### config.mk
export PLATFORM = sky130hd
export DESIGN_NAME = touch_scan_ctrl
export DESIGN_NICKNAME = d
export VERILOG_FILES = /design/src/rtl/touch_scan_ctrl.sv
export SDC_FILE = /design/constraint.sdc
export NUM_CORES = 1
export LEC_CHECK = 0
export CAP_MARGIN = 0
export CORE_MARGIN = 2
export CORE_UTILIZATION = 59
export DETAILED_ROUTE_END_ITERATION = 6
export PLACE_DENSITY = 0.8
export SETUP_SLACK_MARGIN = 0.05
export SKIP_CTS_REPAIR_TIMING = 1
export SYNTH_ARGS = -nofsm -noshare
export SYNTH_HDL_FRONTEND = slang
export SYNTH_SLANG_ARGS = --single-unit
### constraint.sdc
create_clock -name FAB_CLK -period 5.4 [get_ports FAB_CLK]
set_input_delay 1.08 -clock FAB_CLK [delete_from_list [all_inputs] [get_ports FAB_CLK]]
set_output_delay 1.08 -clock FAB_CLK [all_outputs]
set_load 0.02 [all_outputs]
### src/rtl/touch_scan_ctrl.sv
// Fabric sequencer for a 4-wire resistive touchscreen: drives the plates, averages ADC
// samples per axis, validates and debounces the press, and reports X/Y coordinates.
module touch_scan_ctrl #(
  parameter int ADC_W      = 12,
  parameter int AVG_LOG2   = 2,
  parameter int SETTLE_CYC = 1000,
  parameter int GAP_CYC    = 50000,
  parameter int TIMEOUT    = 4096,
  parameter int MIN_VALID  = 64,
  parameter int MAX_VALID  = 4000,
  parameter int DEBOUNCE   = 3
) (
  input  logic             FAB_CLK,
  input  logic             FAB_RESET,
  input  logic             ENABLE,
  output logic             ADC_REQ,
  output logic             ADC_CH,
  input  logic             ADC_ACK,
  input  logic [ADC_W-1:0] ADC_DATA,
  output logic [3:0]       PIN_OUT,
  output logic [3:0]       PIN_OE,
  output logic [ADC_W-1:0] POS_X,
  output logic [ADC_W-1:0] POS_Y,
  output logic             POS_VALID,
  output logic             TOUCHED,
  output logic             ADC_ERR
);

  localparam int ACC_W = ADC_W + AVG_LOG2;
  localparam int SC_W  = AVG_LOG2 + 1;
  localparam int DB_W  = $clog2(DEBOUNCE + 1);

  localparam logic [SC_W-1:0]  SC_LAST     = SC_W'((1 << AVG_LOG2) - 1);
  localparam logic [31:0]      SETTLE_LAST = 32'(SETTLE_CYC - 1);
  localparam logic [31:0]      GAP_LAST    = 32'(GAP_CYC - 1);
  localparam logic [31:0]      TMO_LAST    = 32'(TIMEOUT - 1);
  localparam logic [DB_W-1:0]  DB_MAX      = DB_W'(DEBOUNCE);
  localparam logic [ADC_W-1:0] MIN_V       = ADC_W'(MIN_VALID);
  localparam logic [ADC_W-1:0] MAX_V       = ADC_W'(MAX_VALID);

  typedef enum logic [2:0] {
    S_IDLE, S_X_SETTLE, S_X_CONV, S_XY_BREAK, S_Y_SETTLE, S_Y_CONV, S_REPORT, S_GAP
  } state_t;

  state_t            state, state_nx;
  logic [31:0]       cnt, tcnt;
  logic [SC_W-1:0]   scnt;
  logic [ACC_W-1:0]  acc, sum;
  logic [ADC_W-1:0]  avg_x, avg_y;
  logic [DB_W-1:0]   good_cnt, bad_cnt, good_inc, bad_inc;
  logic              ack_ok, last, tmo, in_conv, frame_good;

  assign ack_ok     = ADC_ACK && ADC_REQ;
  assign last       = ack_ok && (scnt == SC_LAST);
  assign tmo        = ADC_REQ && !ADC_ACK && (tcnt == TMO_LAST);
  assign in_conv    = (state == S_X_CONV) || (state == S_Y_CONV);
  assign sum        = acc + ACC_W'(ADC_DATA);
  assign frame_good = (avg_x >= MIN_V) && (avg_x <= MAX_V) && (avg_y >= MIN_V) && (avg_y <= MAX_V);
  assign good_inc   = (good_cnt == DB_MAX) ? good_cnt : good_cnt + DB_W'(1);
  assign bad_inc    = (bad_cnt == DB_MAX) ? bad_cnt : bad_cnt + DB_W'(1);

  always_ff @(posedge FAB_CLK or posedge FAB_RESET) begin
    if (FAB_RESET) state <= S_IDLE;
    else           state <= state_nx;
  end

  // Plate drive is decoded straight from the state register so reset floats the pins at once.
  always_comb begin
    state_nx = state;
    PIN_OE   = '0;
    PIN_OUT  = '0;
    ADC_CH   = 1'b0;
    case (state)
      S_IDLE: if (ENABLE) state_nx = S_X_SETTLE;
      S_X_SETTLE, S_X_CONV: begin
        PIN_OE  = 4'b0011;
        PIN_OUT = 4'b0001;
        ADC_CH  = 1'b1;
        if (state == S_X_SETTLE) begin
          if (!ENABLE)                  state_nx = S_IDLE;
          else if (cnt == SETTLE_LAST)  state_nx = S_X_CONV;
        end else begin
          if (tmo)                                 state_nx = ENABLE ? S_GAP : S_IDLE;
          else if (!ENABLE && (!ADC_REQ || ack_ok)) state_nx = S_IDLE;
          else if (last)                           state_nx = S_XY_BREAK;
        end
      end
      // One released cycle between the X and Y drive patterns.
      S_XY_BREAK: state_nx = ENABLE ? S_Y_SETTLE : S_IDLE;
      S_Y_SETTLE, S_Y_CONV: begin
        PIN_OE  = 4'b1100;
        PIN_OUT = 4'b0100;
        if (state == S_Y_SETTLE) begin
          if (!ENABLE)                  state_nx = S_IDLE;
          else if (cnt == SETTLE_LAST)  state_nx = S_Y_CONV;
        end else begin
          if (tmo)                                 state_nx = ENABLE ? S_GAP : S_IDLE;
          else if (!ENABLE && (!ADC_REQ || ack_ok)) state_nx = S_IDLE;
          else if (last)                           state_nx = S_REPORT;
        end
      end
      S_REPORT: state_nx = ENABLE ? S_GAP : S_IDLE;
      S_GAP: begin
        if (!ENABLE)              state_nx = S_IDLE;
        else if (cnt == GAP_LAST) state_nx = S_X_SETTLE;
      end
      default: state_nx = S_IDLE;
    endcase
  end

  always_ff @(posedge FAB_CLK or posedge FAB_RESET) begin
    if (FAB_RESET) begin
      cnt       <= '0;
      tcnt      <= '0;
      scnt      <= '0;
      acc       <= '0;
      avg_x     <= '0;
      avg_y     <= '0;
      good_cnt  <= '0;
      bad_cnt   <= '0;
      ADC_REQ   <= 1'b0;
      POS_X     <= '0;
      POS_Y     <= '0;
      POS_VALID <= 1'b0;
      TOUCHED   <= 1'b0;
      ADC_ERR   <= 1'b0;
    end else begin
      cnt       <= (state_nx != state) ? '0 : cnt + 32'd1;
      tcnt      <= (ADC_REQ && !ADC_ACK) ? tcnt + 32'd1 : '0;
      // Request is re-raised the cycle after a non-final ack and on entry to either CONV state.
      ADC_REQ   <= ((state_nx == S_X_CONV) || (state_nx == S_Y_CONV)) && !ack_ok && !tmo;
      ADC_ERR   <= tmo;
      POS_VALID <= 1'b0;

      if (!in_conv) begin
        acc  <= '0;
        scnt <= '0;
      end else if (ack_ok) begin
        if (last) begin
          acc  <= '0;
          scnt <= '0;
          if (state == S_X_CONV) avg_x <= ADC_W'(sum >> AVG_LOG2);
          else                   avg_y <= ADC_W'(sum >> AVG_LOG2);
        end else begin
          acc  <= sum;
          scnt <= scnt + SC_W'(1);
        end
      end

      if (state == S_REPORT) begin
        if (frame_good) begin
          POS_X     <= avg_x;
          POS_Y     <= avg_y;
          POS_VALID <= 1'b1;
          bad_cnt   <= '0;
          good_cnt  <= good_inc;
          if (good_inc == DB_MAX) TOUCHED <= 1'b1;
        end else begin
          good_cnt <= '0;
          bad_cnt  <= bad_inc;
          if (bad_inc == DB_MAX) TOUCHED <= 1'b0;
        end
      end
    end
  end

endmodule

==> results by group, run 1 <==
Outcome
  – Status: completed

Global route
  – Maximum number of pins on one net before global-route repair: 111
  – Met1 Track Usage GR: 35.9%
  – Initial antenna violation count: 0
  – Met2 usage: 40.5%
  – Grt total ovfl: 0
  – Grt peak-use layer: met2
  – Vias in the first global route: 5375
  – M3 GR Usage: 6.35%
  – GRT Overall Usage: 25.7%
  – First-pass GRT wire length: 26400 um

Finish
  – Final Net Count: 754
  – Area of the multi-input gates: 3470 um^2
  – Area grow syn2layout: 16.2%
  – Fill cells: 863
  – Register area: 3500 um^2
  – Layout cells sized above 1: 16.5%
  – # diodes: 0
  – Fin cells: 882
  – Post-layout util: 70.0%

Place
  – Final HPWL from detailed placement: 10100 um
  – IO buf count: 50
  – Post-Place Cells: 850
  – RD Place Congestion: 0.878

Floorplan
  – CORE AREA: 11900 um^2
  – Rows: 40
  – IO Pins: 53
  – Die width: 114 um
  – Initial core utilization: 60.2%
  – DIE HEIGHT: 114 um
  – DIE AREA: 13000 um^2

Pwr
  – P_leak: 0.00368 uW
  – Power density over the cells: 277 nW/um^2
  – Total power: 2310 uW
  – VDD IR-drop max: 0.000183 V

Clock network
  – CTS clk-pin slew, worst paths: 0.06 ns
  – Clk_lat worst skew: 0.42 ns
  – CTS buffer count: 17
  – Clock root buffer: clkbuf_16
  – # clock sinks: 140
  – H-tree depth: 4
  – CTS tree: built
  – CTS max path bufs: 2

Synthesis
  – Top-area cell type share of the netlist area: 48.9%
  – Top cells by area, synth: dfrtp_1 49%, mux2_2 6.9%, xor2_1 4.5%, nor3_2 4.2%, xnor2_1 3.7%
  – Syn Area/Cell: 10.6 um^2
  – Post-synth top cells: 140 x dfrtp_1, 66 x nor2_1, 46 x nand2_1
  – Yosys cell types: 52
  – EDFF count, synth: 0
  – Asr flop ratio synth: 100%
  – Area leader, netlist: dfrtp_1
  – Yosys warns: 0
  – Register area share after synthesis: 48.9%
  – Top-count cell post-synth: dfrtp_1
  – Post-Syn Area: 7170 um^2
  – Synthesized instance count: 676
  – Top FF cell, synth: dfrtp_1
  – Synth Register Bits: 140

STA
  – Worst slew margin: 11.2%
  – Minimum clock period: 3.77 ns
  – Hold Violations, Final: 0
  – Final setup violation count: 0
  – Crit share post-route: 69.9%
  – FMAX: 265 MHz
  – RSZ-0062 raised after global routing: false
  – Slew Limit Fails: 0
  – Slew @ Worst Pin: 1.33 ns
  – Worst Skew: 0.00775 ns
  – TNS Setup: 0 ns

Routing
  – Drt initial violations: 460
  – Final antenna-violating net count: 0
  – Vias/cell: 6.01
  – DRC: 0
  – Detailed Route WL: 15400 um
  – DR WL/cell: 17.5 um
  – Vias: 5301
  – Drt first pass iters: 5

Critical path
  – Setup slack, reg-to-reg: 2.05 ns
  – Max FO, Critical Path: 32
  – Critical Path RT: 5.72 ns
  – Worst setup path endpoint: cnt[17]$_DFF_PP0_
  – Worst R2R End: cnt[17]$_DFF_PP0_
  – Crit. End Element: flop
  – WS Path Type: input port to flop
  – Cell count of the worst reg-to-reg path: 9
  – Startpoint Class: input port
  – Worst EP arrival: 4.10 ns
  – CP startpoint: ADC_ACK
  – Worst r2r src: tcnt[0]$_DFF_PP0_

Min path
  – Worst Hold Class: flop to flop
  – Hold_sp: cnt[0]$_DFF_PP0_

Run
  – Max-Cap Viols: 0
-- critical path: stages --
cell and delay, ns:
clkdlybuf4s50_1 0.57, nand3_1 0.15, nor2_1 0.22, nand2_1 0.42, a211oi_1 0.63, o21ai_0 0.23
o32a_4 0.49, nor3b_1 0.29
-- cell families (layout without fill, tap and decap cells) --
| group | count (synthesis) | after routing | synth area share (%) |
|---|---|---|---|
| compound gates | 84 | 84 | 7.94 |
| buf+inv | 40 | 98 | 2.79 |
| mux | 46 | 46 | 7.19 |
| fa+ha+maj | 16 | 16 | 2.90 |
| flops | 140 | 140 | 48.9 |
| simple gates | 282 | 282 | 22.1 |
| other cells | 1 | 2 | 0.0523 |
| xor+xnor | 67 | 67 | 8.18 |
-- final cells by class --
class | count | area share [%]
clock buffers | 21 | 5.53
repair buffers | 54 | 6.37
clock inverters | 11 | 1.59
flip-flops and latches | 140 | 42.0
well taps | 147 | 2.21
inverters | 12 | 0.601
multi-input cells | 497 | 41.7
-- cells in the final DEF (no fill, tap or decap), drive strengths merged, types with 3 or more instances in the layout --
cell type | netlist | layout
dfrtp | 140 | 140
nor2 | 66 | 66
clkdlybuf4s50 | 0 | 50
nand2 | 46 | 46
mux2 | 44 | 44
nor3 | 42 | 42
xor2 | 37 | 37
nand3 | 36 | 36
xnor2 | 30 | 30
a21oi | 25 | 25
clkbuf | 15 | 21
o21ai | 17 | 17
nor4 | 17 | 17
inv | 12 | 16
nand4 | 15 | 15
ha | 15 | 15
and3 | 12 | 12
a22o | 12 | 12
or3 | 10 | 10
or4 | 7 | 7
nor2b | 6 | 6
o31ai | 6 | 6
or2 | 6 | 6
and4 | 6 | 6
and2 | 5 | 5
a211oi | 4 | 4
nand2b | 4 | 4
buf | 13 | 4
clkinv | 0 | 4
a21o | 3 | 3
o211ai | 3 | 3
nor3b | 3 | 3
-- power breakdown --
| part | total (uW) | internal (uW) | switching (uW) |
|---|---|---|---|
| sequential | 1060 | 1050 | 3.34 |
| combinational | 77.9 | 25.2 | 52.8 |
| clock | 1170 | 712 | 462 |
-- stage by stage --
stage               worst slack (ns)  hold slack [ns]  instance area (um^2)
floorplan                      0.567            0.450                  7170
global placement                1.53            0.468                  7740
detailed placement              1.28            0.474                  7740
CTS                             1.66            0.505                  8330
global route                    1.34            0.516                  8330
finish                          1.63            0.502                  8330
-- worst min-delay path by stage --
stage	to	slack [ns]	cells past startpoint
after floorplan	cnt[0]$_DFF_PP0_	0.45	1
after global placement	cnt[0]$_DFF_PP0_	0.47	1
after detailed placement	cnt[0]$_DFF_PP0_	0.47	1
after CTS	cnt[0]$_DFF_PP0_	0.51	1
after global routing	cnt[0]$_DFF_PP0_	0.52	1
final	cnt[0]$_DFF_PP0_	0.50	1
-- registers in the layout, indices dropped and copies added (netlist names) --
signal	cells
bad_cnt	2
POS_X	12
tcnt	32
avg_y	12
POS_VALID	1
avg_x	12
TOUCHED	1
cnt	32
POS_Y	12
good_cnt	2
acc	14
ADC_ERR	1
ADC_REQ	1
scnt	3
state	3
-- metal layers --
layer / vias up / routed length (um)
li1: 2510 / -
met2: 126 / 7520
met4: 0 / 199
met5: - / 0
met1: 2644 / 7090
met3: 21 / 620
(Power assumes the default switching activity.)
==> run 2, diff against run 1 <==
==> constraint.sdc (replaced) <==
create_clock -name FAB_CLK -period 3.8 [get_ports FAB_CLK]
set_input_delay 0.76 -clock FAB_CLK [delete_from_list [all_inputs] [get_ports FAB_CLK]]
set_output_delay 0.76 -clock FAB_CLK [all_outputs]
set_load 0.02 [all_outputs]
==> results by group, run 2 (same netlist as run 1, synthesis figures left out) <==
Pwr
  – Clk network pwr share: 50.7% (-0.2 points)
  – Sw power: 752 uW (+45%)
  – VDD IR-drop max: 0.000335 V (+83%)
  – P_leak: 0.00371 uW (+0.80%)
  – Flop pwr share: 45.9% (+0.2 points)
  – Comb pwr share: 3.4% (about the same)
  – Switch share: 23.0% (+0.57 points)
  – Internal power: 2520 uW (+41%)
  – Power density over the cells: 389 nW/um^2 (+41%)

STA
  – Slew @ Worst Pin: 0.732 ns (-0.600 ns)
  – FMAX: 309 MHz
  – Worst hold margin: 0.498 ns (-0.00403 ns)
  – Slew Limit Fails: 0 (unchanged)
  – Hold Violations, Final: 0 (unchanged)
  – Crit share post-route: 85.2%
  – TNS Setup: 0 ns (unchanged)
  – Minimum clock period: 3.24 ns
  – RSZ-0062 raised after global routing: false
  – Final setup violation count: 0 (unchanged)
  – Worst Skew: 0.0114 ns (+0.00363 ns)
  – Worst slew margin: 50.8% (+40 points)

Global route
  – GRT Overall Usage: 25.2% (-0.49 points)
  – Grt total ovfl: 0 (unchanged)
  – Initial antenna violation count: 0 (unchanged)
  – First-pass GRT wire length: 25900 um (-2.1%)
  – Vias in the first global route: 5363 (-0.22%)
  – Maximum number of pins on one net before global-route repair: 107 (-3.6%)

Place
  – RD Place Congestion: 0.928 (+5.7%)
  – Final HPWL from detailed placement: 10200 um (+1.1%)
  – IO buf count: 50 (unchanged)
  – DP Area: 7810 um^2 (+0.92%)

Finish
  – Area grow syn2layout: 17.2%
  – Commonest non-fill, non-tap cell in the layout: dfrtp_1
  – Post-layout util: 70.5% (+0.58 points)
  – Final Net Count: 762 (+1.1%)
  – # diodes: 0 (unchanged)
  – Finished Cell Area: 8400 um^2 (+0.83%)
  – Top flop regs: cnt: 32 flops, tcnt: 32 flops, acc: 14 flops
  – Most frequent cells in the layout: 140 x dfrtp_1, 65 x nor2_1, 50 x clkdlybuf4s50_1
  – Fill cells: 872 (+1.0%)
  – Layout cells sized above 1: 17.4% (+0.90 points)

Clock network
  – Clk_lat worst skew: 0.43 ns (about the same)
  – CTS buffer count: 17 (unchanged)
  – CTS clk-pin slew, worst paths: 0.06 ns (about the same)
  – # clock sinks: 140 (unchanged)
  – H-tree depth: 4 (unchanged)
  – Clock root buffer: clkbuf_16
  – CTS max path bufs: 2 (unchanged)
  – CTS tree: built

Routing
  – Drt initial violations: 447 (-2.8%)
  – Vias: 5324 (+0.43%)
  – DR WL/cell: 17.0 um (-2.8%)
  – DRC: 0 (unchanged)
  – Vias/cell: 5.98 (-0.47%)
  – Detailed Route WL: 15100 um (-1.9%)
  – Drt first pass iters: 5 (unchanged)
  – Final antenna-violating net count: 0 (unchanged)

Floorplan
  – CORE AREA: 11900 um^2 (unchanged)
  – IO Pins: 53 (unchanged)
  – DIE HEIGHT: 114 um (unchanged)
  – Rows: 40 (unchanged)
  – DIE AREA: 13000 um^2 (unchanged)
  – Initial core utilization: 60.2% (unchanged)
  – Die width: 114 um (unchanged)

Critical path
  – CP max stage cell: or4_1
  – Buf/Inv on CP: 1 (unchanged)
  – WS Path Type: flop to flop
  – Critical Path RT: 4.09 ns (-1.63 ns)
  – Max FO, Critical Path: 32 (unchanged)
  – Worst path cell trace: ha_1 > nand2_1 > or3_1 > or4_1 > inv_2 > a211oi_1 > nor4_2 > o32a_4 > nor3b_1
  – Max stage delay on crit path: 0.62 ns (about the same)
  – Worst EP arrival: 3.52 ns (-0.58 ns)
  – Largest delay contributor family on the critical path: simple AND/OR/NAND/NOR gates
  – Crit. End Element: flop
  – Startpoint Class: flop

Run
  – Max-Cap Viols: 0 (unchanged)

Min path
  – Worst Hold Class: flop to flop

Outcome
  – Status: completed
==> run 2: changes by cell type in the layout (fill, tap and decap cells not counted) <==
cell        change
buf_12          +1
buf_4           +7
clkbuf_8        -2
clkinv_2        -2
clkinvlp_4      +3
inv_8           +1
==> run 2: final cells by class <==
cell class                      instances  area [um^2]  share of cell area, %
Inverter                               12         48.8                  0.581
Multi-Input combinational cell        497         3470                   41.3
Clock inverter                         13          158                   1.88
Clock buffer                           19          433                   5.15
Tap cell                              147          184                   2.19
Timing Repair Buffer                   62          603                   7.18
Sequential cell                       140         3500                   41.7
==> run 2: path summary, 6_finish.rpt <==
kind / slack (ns) / depth (start not counted) / end / startpoint
max: 0.56 / 9 / cnt[17]$_DFF_PP0_ / tcnt[0]$_DFF_PP0_
min: 0.50 / 1 / cnt[0]$_DFF_PP0_ / cnt[0]$_DFF_PP0_
max in group asynchronous: 2.51 / 3 / cnt[12]$_DFF_PP0_ / FAB_RESET
min in group asynchronous: 0.81 / 3 / acc[1]$_DFFE_PP0P_ / FAB_RESET
min reg2reg: 0.50 / 1 / cnt[0]$_DFF_PP0_ / cnt[0]$_DFF_PP0_
max reg2reg: 0.56 / 9 / cnt[17]$_DFF_PP0_ / tcnt[0]$_DFF_PP0_
==> run 2: routing by layer <==
metal	global-route usage, %	up-vias	part of all wire [%]
met5	0	-	0
met4	9.84	0	2.1
met3	6.19	31	4.8
met2	39.7	130	48
met1	33.9	2632	45
li1	-	2531	-
==> run 2: through the flow <==
| stage | power [uW] | setup slack (ns) | instances |
|---|---|---|---|
| after global routing | 3370 | 0.326 | 890 |
| after CTS | 3290 | 0.540 | 890 |
| final | 3270 | 0.561 | 890 |
| after detailed placement | 1640 | 0.240 | 858 |
| after floorplan | 1600 | 1.02 | 677 |
| after global placement | 1640 | 0.405 | 858 |
==> run 2: power groups by stage <==
stage | logic, uW | clock network [uW] | registers (uW)
floorplan | 78.1 | 0 | 1520
global placement | 110 | 0 | 1530
detailed placement | 113 | 0 | 1530
CTS | 114 | 1680 | 1500
global route | 124 | 1750 | 1500
finish | 112 | 1660 | 1500
==> RTL edit: new RTL, config.mk and constraints of run 2 <==
Encoding of `state_t`: now one-hot (8 bits for 8 states).
--- a/src/rtl/touch_scan_ctrl.sv
+++ b/src/rtl/touch_scan_ctrl.sv
@@ -39,6 +39,6 @@
   localparam logic [ADC_W-1:0] MAX_V       = ADC_W'(MAX_VALID);
 
-  typedef enum logic [2:0] {
-    S_IDLE, S_X_SETTLE, S_X_CONV, S_XY_BREAK, S_Y_SETTLE, S_Y_CONV, S_REPORT, S_GAP
+  typedef enum logic [7:0] {
+    S_IDLE = 8'b00000001, S_X_SETTLE = 8'b00000010, S_X_CONV = 8'b00000100, S_XY_BREAK = 8'b00001000, S_Y_SETTLE = 8'b00010000, S_Y_CONV = 8'b00100000, S_REPORT = 8'b01000000, S_GAP = 8'b10000000
   } state_t;
 
Function: no difference found for any inputs over 10 cycles, from zero or initial values and one cycle with FAB_RESET high; not proved beyond that.
==> RTL edit against run 2 <==
- synthesized cell count is 8.3% higher
- clock skew is 0.0040 ns lower
- worst hold slack worse by 0.022 ns
- die area is 5.2% higher
- sequential power is 5% higher
- cell count is 7.4% higher
- area after synthesis is 5.4% higher
- final area is 3.9% higher
- power is 4.7% higher
- worst setup slack worse by 0.26 ns
- wire length is 11% higher
- sequential cell count is 5 higher
- critical path type is now reg2out
==> RTL edit: results (changes against run 2) <==
largest net degree at the start of global routing=87 (-19%); Routed WL=16800 microns (+11%); DPL Wire Length=11200 microns (+9.6%); Cell Area, Placed=8150 sq um (+4.3%); Area contributors post-synth=dfrtp_1 (48%), mux2_2 (6.3%), nor4_1 (4.7%); Max stage delay cell, worst path=clkdlybuf4s50_1; Critical Path Source=state[7]$_DFF_PP0_; compound-gate portion of the synthesized area=0.0904 (+0.0110); CP max stage delay=0.73 ns (+0.11 ns); drt first pass iters=7 (+2); first-pass GRT wire length=28200 microns (+9.0%); crit path max fanout=7 (-78%); Adder-Cell Fraction of Synth Area=0.0288 (-0.000167); outcome=complete, no violations; leakage=3.77 nW (+1.7%); relative slew slack=0.0753 (-0.432); multiplexer area fraction after synthesis=0.0626 (-0.00933); sequential-to-total area share from yosys stat=0.480 (-0.00844); GP Congestion=0.908 (-2.1%); Arrival @ worst endpoint=2.74 ns (-0.78 ns); Post-synth top cells=dfrtp_1 (144), nor4_1 (57), nand2_1 (53); Worst Skew=0.00737 ns (-0.00402 ns); GRT met3 Usage=0.0582 (-0.00375); final net count=803 (+5.4%); fraction of layout cells with a size suffix above 1=0.131 (-0.0422)
-- RTL edit: cell count changes after synthesis, sizes merged, moves of 3 or more --
cell and delta:
nand4 +7, buf +13, o21bai +3, nand2 +7
inv +3, nor3 -29, o21a +3, nor2 -12
nor4 +41, o31ai -5, o2111ai +4, dfrtp +4
and3 +4, o21ai +15
-- RTL edit: area by class of cell --
class                           count  area, sq um
Sequential cell                   145         3630
Fill cell                         906         3830
Inverter                           15         60.1
Clock buffer                       19          433
Clock inverter                     13          151
Multi-Input combinational cell    533         3650
Timing Repair Buffer               59          593
Tap cell                          172          215
-- RTL edit: path summary, 6_finish.rpt --
kind / slack [ns] / end / depth (start not counted)
max: 0.30 / PIN_OUT[2] / 3
min: 0.48 / cnt[0]$_DFF_PP0_ / 1
max reg2reg: 0.96 / cnt[18]$_DFF_PP0_ / 6
min reg2reg: 0.48 / cnt[0]$_DFF_PP0_ / 1
max in group asynchronous: 2.35 / tcnt[0]$_DFF_PP0_ / 3
min in group asynchronous: 0.70 / cnt[14]$_DFF_PP0_ / 2
-- RTL edit: kinds of logic (layout without fill, tap and decap cells) --
| logic type | count (synthesis) | after routing |
|---|---|---|
| buf+inv | 55 | 106 |
| fa+ha+maj | 17 | 17 |
| mux | 42 | 42 |
| other cells | 1 | 2 |
| simple gates | 303 | 303 |
| xor+xnor | 67 | 67 |
| flops | 145 | 145 |
| compound gates | 102 | 102 |
-- RTL edit: routing by layer --
layer | part of all wire | vias up
met5 | 0 | -
li1 | - | 2758
met2 | 0.50 | 166
met3 | 0.043 | 40
met1 | 0.43 | 2997
met4 | 0.023 | 0
-- RTL edit: where the power goes --
group          switching, W  total (W)  internal [W]  leakage (nW)
clock              0.000684    0.00166      0.000979         0.277
combinational      0.000127   0.000192     0.0000647          1.47
sequential        0.0000137    0.00157       0.00155          2.02
total              0.000825    0.00342       0.00260          3.77
-- RTL edit: stage by stage --
step | instances | hold WS, ns | util | worst slack [ns] | total power [W]
after floorplan | 733 | 0.433 | - | 0.800 | 0.00174
after global placement | 924 | 0.449 | 0.648 | 0.591 | 0.00178
after detailed placement | 924 | 0.471 | 0.648 | 0.402 | 0.00179
after CTS | 956 | 0.483 | 0.695 | 0.267 | 0.00344
after global routing | 956 | 0.503 | 0.695 | 0.134 | 0.00353
final | 956 | 0.476 | 0.695 | 0.298 | 0.00342
-- RTL edit: worst max-delay path, delay by kind of cell, from the launching register on --
kind,cells,cell delay (ns)
DFF,1,0.45
and+or+nand+nor,2,1.13
buffers and inverters,1,0.73
